$ cat config.mk
export PLATFORM = sky130hd
export DESIGN_NAME = if_prefetch_buffer
export DESIGN_NICKNAME = d
export VERILOG_FILES = /design/src/rtl/if_prefetch_buffer.sv
export SDC_FILE = /design/constraint.sdc
export NUM_CORES = 1
export LEC_CHECK = 0
export CORE_UTILIZATION = 57
export CTS_CLUSTER_DIAMETER = 150
export DETAILED_ROUTE_END_ITERATION = 12
export MAX_ROUTING_LAYER = met4
export PLACE_DENSITY = 0.89
export REMOVE_ABC_BUFFERS = 1
export SYNTH_ARGS = -nofsm -noshare
export SYNTH_HDL_FRONTEND = slang
export SYNTH_SLANG_ARGS = --single-unit
$ cat constraint.sdc
create_clock -name clk -period 3.85 [get_ports clk]
set_clock_uncertainty 0.2 [all_clocks]
set_input_delay 0.5775 -clock clk [delete_from_list [all_inputs] [get_ports clk]]
set_output_delay 0.5775 -clock clk [all_outputs]
set_load 0.1 [all_outputs]
$ cat src/rtl/if_prefetch_buffer.sv
`default_nettype none
// ============================================================================
//  Module   : if_prefetch_buffer
//  Purpose  : Instruction prefetch queue sitting between the instruction
//             memory port and the fetch stage. Issues sequential word fetches
//             ahead of the pipeline, stores in-order responses tagged with
//             their PC, and presents them over a valid/ready handshake.
//             A redirect flushes the queue and discards responses that are
//             still in flight for the abandoned path.
//
//  Ports    : clk, rst_n           - core clock, async active-low reset
//             imem_req_*           - fetch request (valid/addr/ready)
//             imem_resp_*          - in-order fetch responses (latency >= 1)
//             inst_valid_o/pc/data - head instruction towards the fetch stage
//             inst_ready_i         - fetch stage consumes the head entry
//             redirect_i/_pc_i     - taken branch/jump: flush and refetch
//             perf_starve_cnt_o    - (IF_PREFETCH_PERF_EN only) saturating
//                                    count of cycles the fetch stage wanted
//                                    an instruction and none was available
//
//  Options  : IF_PREFETCH_PERF_EN  - adds the starvation performance counter
//
//  Revision : 1.0 - initial release
// ============================================================================
module if_prefetch_buffer #(
    parameter int                    DEPTH      = 4,
    parameter int                    ADDR_WIDTH = 32,
    parameter int                    DATA_WIDTH = 32,
    parameter logic [ADDR_WIDTH-1:0] RESET_PC   = '0
) (
    input  logic                  clk,
    input  logic                  rst_n,
    output logic                  imem_req_valid_o,
    output logic [ADDR_WIDTH-1:0] imem_req_addr_o,
    input  logic                  imem_req_ready_i,
    input  logic                  imem_resp_valid_i,
    input  logic [DATA_WIDTH-1:0] imem_resp_data_i,
    output logic                  inst_valid_o,
    output logic [ADDR_WIDTH-1:0] inst_pc_o,
    output logic [DATA_WIDTH-1:0] inst_data_o,
    input  logic                  inst_ready_i,
    input  logic                  redirect_i,
    input  logic [ADDR_WIDTH-1:0] redirect_pc_i
`ifdef IF_PREFETCH_PERF_EN
    ,
    output logic [31:0]           perf_starve_cnt_o
`endif
);

    localparam int PTR_W = $clog2(DEPTH);
    localparam int CNT_W = $clog2(DEPTH + 1);

    localparam logic [CNT_W:0]        c_depth    = (CNT_W + 1)'(DEPTH);
    localparam logic [CNT_W-1:0]      c_cnt_one  = CNT_W'(1);
    localparam logic [CNT_W:0]        c_wide_one = (CNT_W + 1)'(1);
    localparam logic [PTR_W-1:0]      c_ptr_one  = PTR_W'(1);
    localparam logic [ADDR_WIDTH-1:0] c_pc_step  = ADDR_WIDTH'(4);

    localparam logic [0:0] S_RUN   = 1'b0;
    localparam logic [0:0] S_DRAIN = 1'b1;

    // ------------------------------------------------------------------
    // State
    // ------------------------------------------------------------------
    logic [ADDR_WIDTH-1:0] r_fetch_pc;
    logic [ADDR_WIDTH-1:0] r_pc_mem   [DEPTH];
    logic [DATA_WIDTH-1:0] r_data_mem [DEPTH];
    logic [DEPTH-1:0]      r_filled;
    logic [PTR_W-1:0]      r_head;
    logic [PTR_W-1:0]      r_tail;
    logic [PTR_W-1:0]      r_fill;
    logic [CNT_W-1:0]      r_count;        // allocated entries
    logic [CNT_W-1:0]      r_outstanding;  // allocated entries still awaiting data
    logic [CNT_W-1:0]      r_drop_cnt;     // stale responses still owed
    logic [0:0]            r_state;
    logic [0:0]            w_state_next;

    // ------------------------------------------------------------------
    // Combinational control
    // ------------------------------------------------------------------
    logic [CNT_W:0]   w_credit_used;
    logic             w_req_valid;
    logic             w_issue;
    logic             w_head_valid;
    logic             w_pop;
    logic             w_discard;
    logic             w_resp_drop;
    logic             w_resp_accept;
    logic [CNT_W:0]   w_inflight;
    logic [CNT_W:0]   w_drop_sum;
    logic [CNT_W-1:0] w_drop_redirect;

    // Credit covers both live entries and responses owed from a flushed
    // path, so a stale response can never land in a freshly allocated slot.
    assign w_credit_used = {1'b0, r_count} + {1'b0, r_drop_cnt};
    // rst_n gates the request so nothing is offered while reset is held.
    assign w_req_valid   = rst_n && !redirect_i && (w_credit_used < c_depth);
    assign w_issue       = w_req_valid && imem_req_ready_i;

    assign w_head_valid  = (r_count != '0) && r_filled[r_head];
    assign w_pop         = w_head_valid && inst_ready_i && !redirect_i;

    assign w_resp_drop   = imem_resp_valid_i && w_discard;
    assign w_resp_accept = imem_resp_valid_i && !w_discard && (r_outstanding != '0);

    // Everything in flight at redirect becomes owed-and-dropped; a response
    // arriving in the redirect cycle itself is consumed now.
    assign w_inflight      = {1'b0, r_outstanding} + {1'b0, r_drop_cnt};
    assign w_drop_sum      = (imem_resp_valid_i && (w_inflight != '0)) ?
                             (w_inflight - c_wide_one) : w_inflight;
    assign w_drop_redirect = w_drop_sum[CNT_W-1:0];

    // ------------------------------------------------------------------
    // FSM: state register
    // ------------------------------------------------------------------
    always_ff @(posedge clk or negedge rst_n) begin
        if (!rst_n) begin
            r_state <= S_RUN;
        end else begin
            r_state <= w_state_next;
        end
    end

    // FSM: next state
    always_comb begin
        w_state_next = r_state;
        if (redirect_i) begin
            w_state_next = (w_drop_redirect != '0) ? S_DRAIN : S_RUN;
        end else begin
            case (r_state)
                S_RUN:   w_state_next = S_RUN;
                S_DRAIN: begin
                    if (w_resp_drop && (r_drop_cnt == c_cnt_one)) begin
                        w_state_next = S_RUN;
                    end
                end
                default: w_state_next = S_RUN;
            endcase
        end
    end

    // FSM: outputs
    always_comb begin
        w_discard = 1'b0;
        case (r_state)
            S_RUN:   w_discard = 1'b0;
            S_DRAIN: w_discard = 1'b1;
            default: w_discard = 1'b0;
        endcase
    end

    // ------------------------------------------------------------------
    // Queue storage, pointers and counters
    // ------------------------------------------------------------------
    always_ff @(posedge clk or negedge rst_n) begin
        if (!rst_n) begin
            r_fetch_pc    <= RESET_PC;
            r_filled      <= '0;
            r_head        <= '0;
            r_tail        <= '0;
            r_fill        <= '0;
            r_count       <= '0;
            r_outstanding <= '0;
            r_drop_cnt    <= '0;
            for (int i = 0; i < DEPTH; i++) begin
                r_pc_mem[i]   <= '0;
                r_data_mem[i] <= '0;
            end
        end else if (redirect_i) begin
            r_fetch_pc    <= redirect_pc_i;
            r_filled      <= '0;
            r_head        <= '0;
            r_tail        <= '0;
            r_fill        <= '0;
            r_count       <= '0;
            r_outstanding <= '0;
            r_drop_cnt    <= w_drop_redirect;
        end else begin
            // Issue and accept never touch the same slot: fill == tail only
            // when nothing is outstanding, in which case no accept occurs.
            if (w_issue) begin
                r_pc_mem[r_tail] <= r_fetch_pc;
                r_filled[r_tail] <= 1'b0;
                r_tail           <= r_tail + c_ptr_one;
                r_fetch_pc       <= r_fetch_pc + c_pc_step;
            end
            if (w_resp_accept) begin
                r_data_mem[r_fill] <= imem_resp_data_i;
                r_filled[r_fill]   <= 1'b1;
                r_fill             <= r_fill + c_ptr_one;
            end
            if (w_resp_drop) begin
                r_drop_cnt <= r_drop_cnt - c_cnt_one;
            end
            if (w_pop) begin
                r_head <= r_head + c_ptr_one;
            end

            case ({w_issue, w_pop})
                2'b10:   r_count <= r_count + c_cnt_one;
                2'b01:   r_count <= r_count - c_cnt_one;
                default: r_count <= r_count;
            endcase

            case ({w_issue, w_resp_accept})
                2'b10:   r_outstanding <= r_outstanding + c_cnt_one;
                2'b01:   r_outstanding <= r_outstanding - c_cnt_one;
                default: r_outstanding <= r_outstanding;
            endcase
        end
    end

    // ------------------------------------------------------------------
    // Outputs (head data forced to zero when no instruction is offered)
    // ------------------------------------------------------------------
    assign imem_req_valid_o = w_req_valid;
    assign imem_req_addr_o  = r_fetch_pc;
    assign inst_valid_o     = w_head_valid;
    assign inst_pc_o        = w_head_valid ? r_pc_mem[r_head]   : '0;
    assign inst_data_o      = w_head_valid ? r_data_mem[r_head] : '0;

`ifdef IF_PREFETCH_PERF_EN
    logic [31:0] r_perf_starve;

    always_ff @(posedge clk or negedge rst_n) begin
        if (!rst_n) begin
            r_perf_starve <= '0;
        end else if (inst_ready_i && !w_head_valid && !redirect_i &&
                     (r_perf_starve != 32'hFFFF_FFFF)) begin
            r_perf_starve <= r_perf_starve + 32'd1;
        end
    end

    assign perf_starve_cnt_o = r_perf_starve;
`endif

    // ------------------------------------------------------------------
    // Simulation checks
    // ------------------------------------------------------------------
    // A response with neither an owed drop nor an allocated slot is ignored.
    a_no_orphan_resp: assert property (@(posedge clk) disable iff (!rst_n)
        imem_resp_valid_i |-> ((r_drop_cnt != '0) || (r_outstanding != '0)));

    // DRAIN exactly tracks "stale responses still owed".
    a_drain_consistent: assert property (@(posedge clk) disable iff (!rst_n)
        (r_state == S_DRAIN) == (r_drop_cnt != '0));

endmodule
`default_nettype wire

==> Word-level counts from Yosys, hierarchy flattened <==
Index checks and enable logic that the tools add are counted.
{ "classes": {"n_addsub": 12, "order_cmp": 11, "eq_ne": 5, "muxes": 44, "bitwise": 8, "n_reduce_logical": 29} }
{ "op_table": {"columns": ["op", "n"], "rows": [
  ["two-way mux 32 bit", 10],
  ["bitwise mux 128 bit", 2],
  ["binary-select mux 32 bit (select 2 bit)", 2],
  ["demux 32 bit (select 2 bit)", 2],
  ["adder 32 x 3 -> 32 bit, second input constant", 1],
  ["two-way mux 4 bit", 4],
  ["logical AND 1 bit", 15],
  ["two-way mux 3 bit", 5],
  ["nonzero test 3 bit", 5],
  ["two-way mux 2 bit", 6],
  ["one-hot mux 3 bit (2 select lines)", 2],
  ["subtractor 3 x 1 -> 3 bit, second input constant", 4],
  [">= comparator 3 bit, second input constant", 3],
  ["less-than comparator 2 x 3 -> 1 bit, second input constant", 3],
  ["inverter 2 -> 3 bit", 3],
  ["adder 3 x 3 -> 4 bit", 2],
  ["nonzero test 2 bit", 4],
  ["adder 2 x 1 -> 2 bit, second input constant", 3],
  ["adder 3 x 1 -> 3 bit, second input constant", 2],
  ["less-than comparator 3 x 1 -> 1 bit, second input constant", 2],
  ["two-way mux 1 bit", 6],
  ["bitwise AND 4 bit", 1],
  ["demux 1 bit (select 2 bit)", 2],
  ["equality test 2 x 1 -> 1 bit, second input constant", 2],
  ["other kinds (12)", 18]
]} }
{ "word_totals": {"ff_bits": 308, "elab_cells": 126} }

==> Logic depth before layout (Yosys ltp) <==
Gate-level depths: netlist of run 1.
{ "depth": {"ltp_word": 11, "depth_mapped": 11} }

==> Worst setup path before layout of run 1 <==
OpenSTA, ideal clock, no wires.
{ "synth_path": {"kind": "register to output", "start": "register r_head[0]", "end": "output inst_data_o[22]", "arrival_time_ps": 2804, "required_time_ps": 3072, "path_slack_ps": 268, "path_stages_with_launch": 6, "n_path_buf": 2, "path_cell_list": "dfrtp_1 > clkbuf_1 > mux4_2 > o31a_1 > clkbuf_1 > and2_1"} }
{ "synth_rtl": {"columns": ["item", "line", "source"], "rows": [
  ["from (decl)", "69", "logic [PTR_W-1:0] r_head;"],
  ["from (signal assigned)", "196", "r_head <= r_head + c_ptr_one;"],
  ["binary-select mux 1 bit (select 2 bit)", "100", "assign w_head_valid = (r_count != '0) && r_filled[r_head];"],
  ["two-way mux 1 bit (implied by the code)", "100", null],
  ["logical AND 1 bit", "100", null],
  ["via inst_valid_o", "38", "output logic inst_valid_o,"],
  ["two-way mux 32 bit", "220", "assign inst_data_o = w_head_valid ? r_data_mem[r_head] : '0;"],
  ["to (decl)", "40", "output logic [DATA_WIDTH-1:0] inst_data_o,"]
]} }
The timed path passes the listed nets, and every way through them passes these cells. The select of a mux whose other input is x is not followed.

==> Worst setup path in the final report of run 1 <==
{ "layout_path": {"start": "register r_head[0]", "end": "output inst_data_o[7]"} }
{ "layout_between": {"elab_chain_len": 5} }
{ "layout_rtl": {"columns": ["item", "line"], "rows": [
  ["inverter 2 -> 3 bit (implied by the code)", "220"],
  ["binary-select mux 32 bit (select 2 bit)", "220"],
  ["two-way mux 32 bit (implied by the code) (2 in a row)", "220"],
  ["two-way mux 32 bit (*)", "220"]
]} }
Mark *: on every way between the ends. The rest lies on a longest branch, timed or not. The select of a mux whose other input is x is not followed.

==> reports/qor.txt, run 1 <==
Kind of critical path -> reg -> out
Initial antenna violation count -> 1
Chip width -> 162.0 µm
PnR worst setup slack -> 354.1 ps
Static Leakage -> 0.008306 µW
Die Height -> 162.0 µm
Die footprint -> 26240 µm²
Avg Cell Area, Syn -> 13.41 µm²
GRT met2 Usage -> 47.42%
Row count -> 58
Synth warnings -> 0
Rel. slew slack -> 26.99%
Capturing point of the worst reg2reg path -> r_count[2]$_DFFE_PN0P_
Max Slew Vio Count -> 0
GR peak layer -> met2
Commonest non-fill, non-tap cell in the layout -> dfrtp_1
Post-Syn Area -> 14590 µm²
Hold_buf cts -> 0
Total Routed Length -> 35700 µm
Bufs on Longest Clock Path -> 3
Global placer's final weighted congestion -> 0.8452
First-pass GRT wire length -> 57480 µm
Worst-case reg-to-reg path depth -> 8
TritonCTS clock tree -> yes
Post-synthesis sequential area ratio -> 52.83%
Vias -> 9866
Critical path's slowest cell -> dfrtp_4
Synth unique cells -> 50
Top Ports -> 168
Register bit total from synthesis -> 308
Clock slew at reported path FFs -> 60 ps
Met1 Use GR -> 36.84%
Post-CTS Resized -> 0
Grt ovf -> 0
Sequential Power Share -> 44.8%
Minimum hold slack -> -3.557 ps
Clock period minus worst slack -> 3496 ps
RSZ-0062 raised after global routing -> no
Initial Util -> 58.10%
Number of setup violations in the final report -> 0
Psw -> 2658 µW
Layout area overhead -> 25.79%
Top cells by area, synth -> dfrtp_1 (53%), mux2_2 (18%), mux4_2 (10%), and2_1 (2.9%), nand2_1 (2.1%)
Failing checks -> negative hold slack
Share of cells above drive strength 1 -> 36.33%
Post-CTS Setup Repair Bufs -> 0
Met3 Usage GRT -> 5.873%
Flop2flop setup slack -> 600 ps
Maximum VDD drop -> 0.3303 mV
Final Hold Vio Count -> 9
Prevailing post-synth register cell -> dfrtp_1
Most frequent cells in the layout -> dfrtp_1 (306), mux2_2 (235), clkdlybuf4s50_1 (97)
Largest net degree at the start of global routing -> 193
WL per Instance -> 22.51 µm
Max Cap Violations -> 0
Ys async rst share -> 100.0%
RR Startpoint -> r_count[2]$_DFFE_PN0P_
Critical Path RT -> 3070 ps
Worst Setup End Kind -> output pin
Status -> complete, but fails checks
Core area -> 25110 µm²
Post-route DRC violation count -> 0
Detail Route Antenna Nets -> 0
Clk_lat worst skew -> 560 ps
Crit path cell chain -> mux4_2 -> o31a_2 -> buf_4 -> and2_1 -> buf_12
Logic pwr share -> 20.7%
Number of synthesized flops with an enable pin -> 0
Drt pass-1 iters -> 5
Switching Fraction -> 27.84%
Least-Margin Pin Slew -> 1095 ps
Worst Path Max Fanout -> 41
CTS Buf Count -> 31
Startpoint Class -> flip-flop
Hold WC Path Type -> in -> async
Post-Syn Instances -> 1088
Final period util -> 90.80%
Clk sinks -> 308
DP HPWL -> 22260 µm
Total power -> 9547 µW
Finished Core Util -> 73.09%
Number of global-route vias before repair -> 10610
Drt first-iter violations -> 637
Setup TNS -> 0 ps
Vias per cell -> 6.221
Yosys top cell area share -> 52.83%
CTS root buffer -> clkbuf_16
PortBufs -> 167
Critical Path Max Stage Delay -> 500 ps
PD cells -> 520.2 nW/µm²
H-tree Lvls -> 1
Clock Power Share -> 34.5%
Setup WS pre-CTS -> 679.1 ps
Area leader, netlist -> dfrtp_1
Total Routing Usage GR -> 28.94%
Fmax -> 0.2861 GHz
Internal -> 6889 µW
Nets -> 1321
Arrival @ worst endpoint -> 2720 ps
metrics by stage:
step | instance area [µm²] | instances
finish | 18350 | 1586
floorplan | 14260 | 1007
global placement | 17220 | 1528
detailed placement | 17220 | 1528
global route | 18350 | 1586
CTS | 18350 | 1585
power groups by stage:
stage                     Combinational [µW]  Sequential (µW)  Clock (µW)
after floorplan                         1200             4420           0
after global placement                  1860             4240           0
after detailed placement                1960             4300           0
after CTS                               1990             4260        3330
after global routing                    2140             4340        3450
final                                   1980             4280        3290
layer usage:
metal,up-vias,wire length (µm)
met4,0,735
met1,5119,14200
met5,-,0
met3,66,2834
met2,451,17930
li1,4230,-
worst max-delay path by stage:
stage	start	endpoint	slack [ps]	depth (start not counted)
global route	r_head[0]$_DFFE_PN0P_	inst_pc_o[22]	290	5
CTS	r_head[0]$_DFFE_PN0P_	inst_pc_o[22]	360	5
detailed placement	r_count[2]$_DFFE_PN0P_	r_count[2]$_DFFE_PN0P_	680	8
finish	r_head[0]$_DFFE_PN0P_	inst_data_o[7]	350	5
global placement	imem_resp_valid_i	r_data_mem[72]$_DFFE_PN0P_	780	7
floorplan	r_head[0]$_DFFE_PN0P_	inst_data_o[0]	-2520	3
synth_stat cells, types with 2 or more instances:
master / n
o31a_1: 2
xor2_1: 8
mux2i_1: 7
or4_1: 2
nor4_1: 4
buf_2: 7
o31ai_1: 3
nand4_1: 9
fa_1: 3
a21oi_1: 5
xnor2_1: 8
a21o_1: 4
nand2_1: 81
o311ai_0: 10
or3_1: 3
mux2_2: 235
nor2_1: 21
ha_1: 17
mux4_2: 65
and3_1: 5
and4_1: 3
a32o_1: 4
o21ai_0: 45
dfrtp_1: 308
a311o_1: 2
and2_1: 67
nand3_1: 28
buf_1: 18
clkbuf_1: 53
o211ai_1: 11
inv_1: 20
nor3_1: 6
a31oi_1: 4
a221o_1: 4
state kept, by name, summed over array words and instances, names as in the netlist, 3 cells and up:
name,flops
imem_req_addr_o,32
r_count,3
r_data_mem,128
r_drop_cnt,3
r_filled,4
r_outstanding,3
r_pc_mem,128
logic make-up (layout without fill, tap and decap cells):
logic type / count (synthesis) / after routing / share of synthesized area, %
adders and majority gates: 20 / 20 / 1.870
xor gates and xnor gates: 16 / 16 / 0.9606
muxes: 307 / 307 / 28.65
DFF: 308 / 308 / 52.83
and+or+nand+nor: 235 / 235 / 8.310
AOI/OAI and AO/OA: 101 / 101 / 4.631
other: 0 / 1 / 0
buffers and inverters: 101 / 268 / 2.744
critical path, delay by kind of cell (launching register included):
kind / cells / cell delay (ps)
buffers and inverters: 2 / 640
flip-flops: 1 / 500
multiplexers: 1 / 380
AO/OA/AOI/OAI: 1 / 300
AND/OR/NAND/NOR: 1 / 300
area by class of cell:
type	count	area (µm²)
flip-flops and latches	308	7715
fillers	1516	6758
multi-input cells	679	6482
repair buffers	191	2532
clock buffers	42	897.1
well taps	330	412.9
clock inverters	15	234.0
inverters	20	75.07
diodes	1	2.502
Note: power is estimated with default switching activity, not from simulation.
==> run 2, diff against run 1 <==
--- a/config.mk
+++ b/config.mk
@@ -11,6 +11,7 @@
 export MAX_ROUTING_LAYER = met4
 export PLACE_DENSITY = 0.89
 export REMOVE_ABC_BUFFERS = 1
+export SKIP_CTS_REPAIR_TIMING = 1
 export SYNTH_ARGS = -nofsm -noshare
 export SYNTH_HDL_FRONTEND = slang
 export SYNTH_SLANG_ARGS = --single-unit
==> results of run 2 <==
No change in the layout: final DEF, timing and power equal those of run 1.
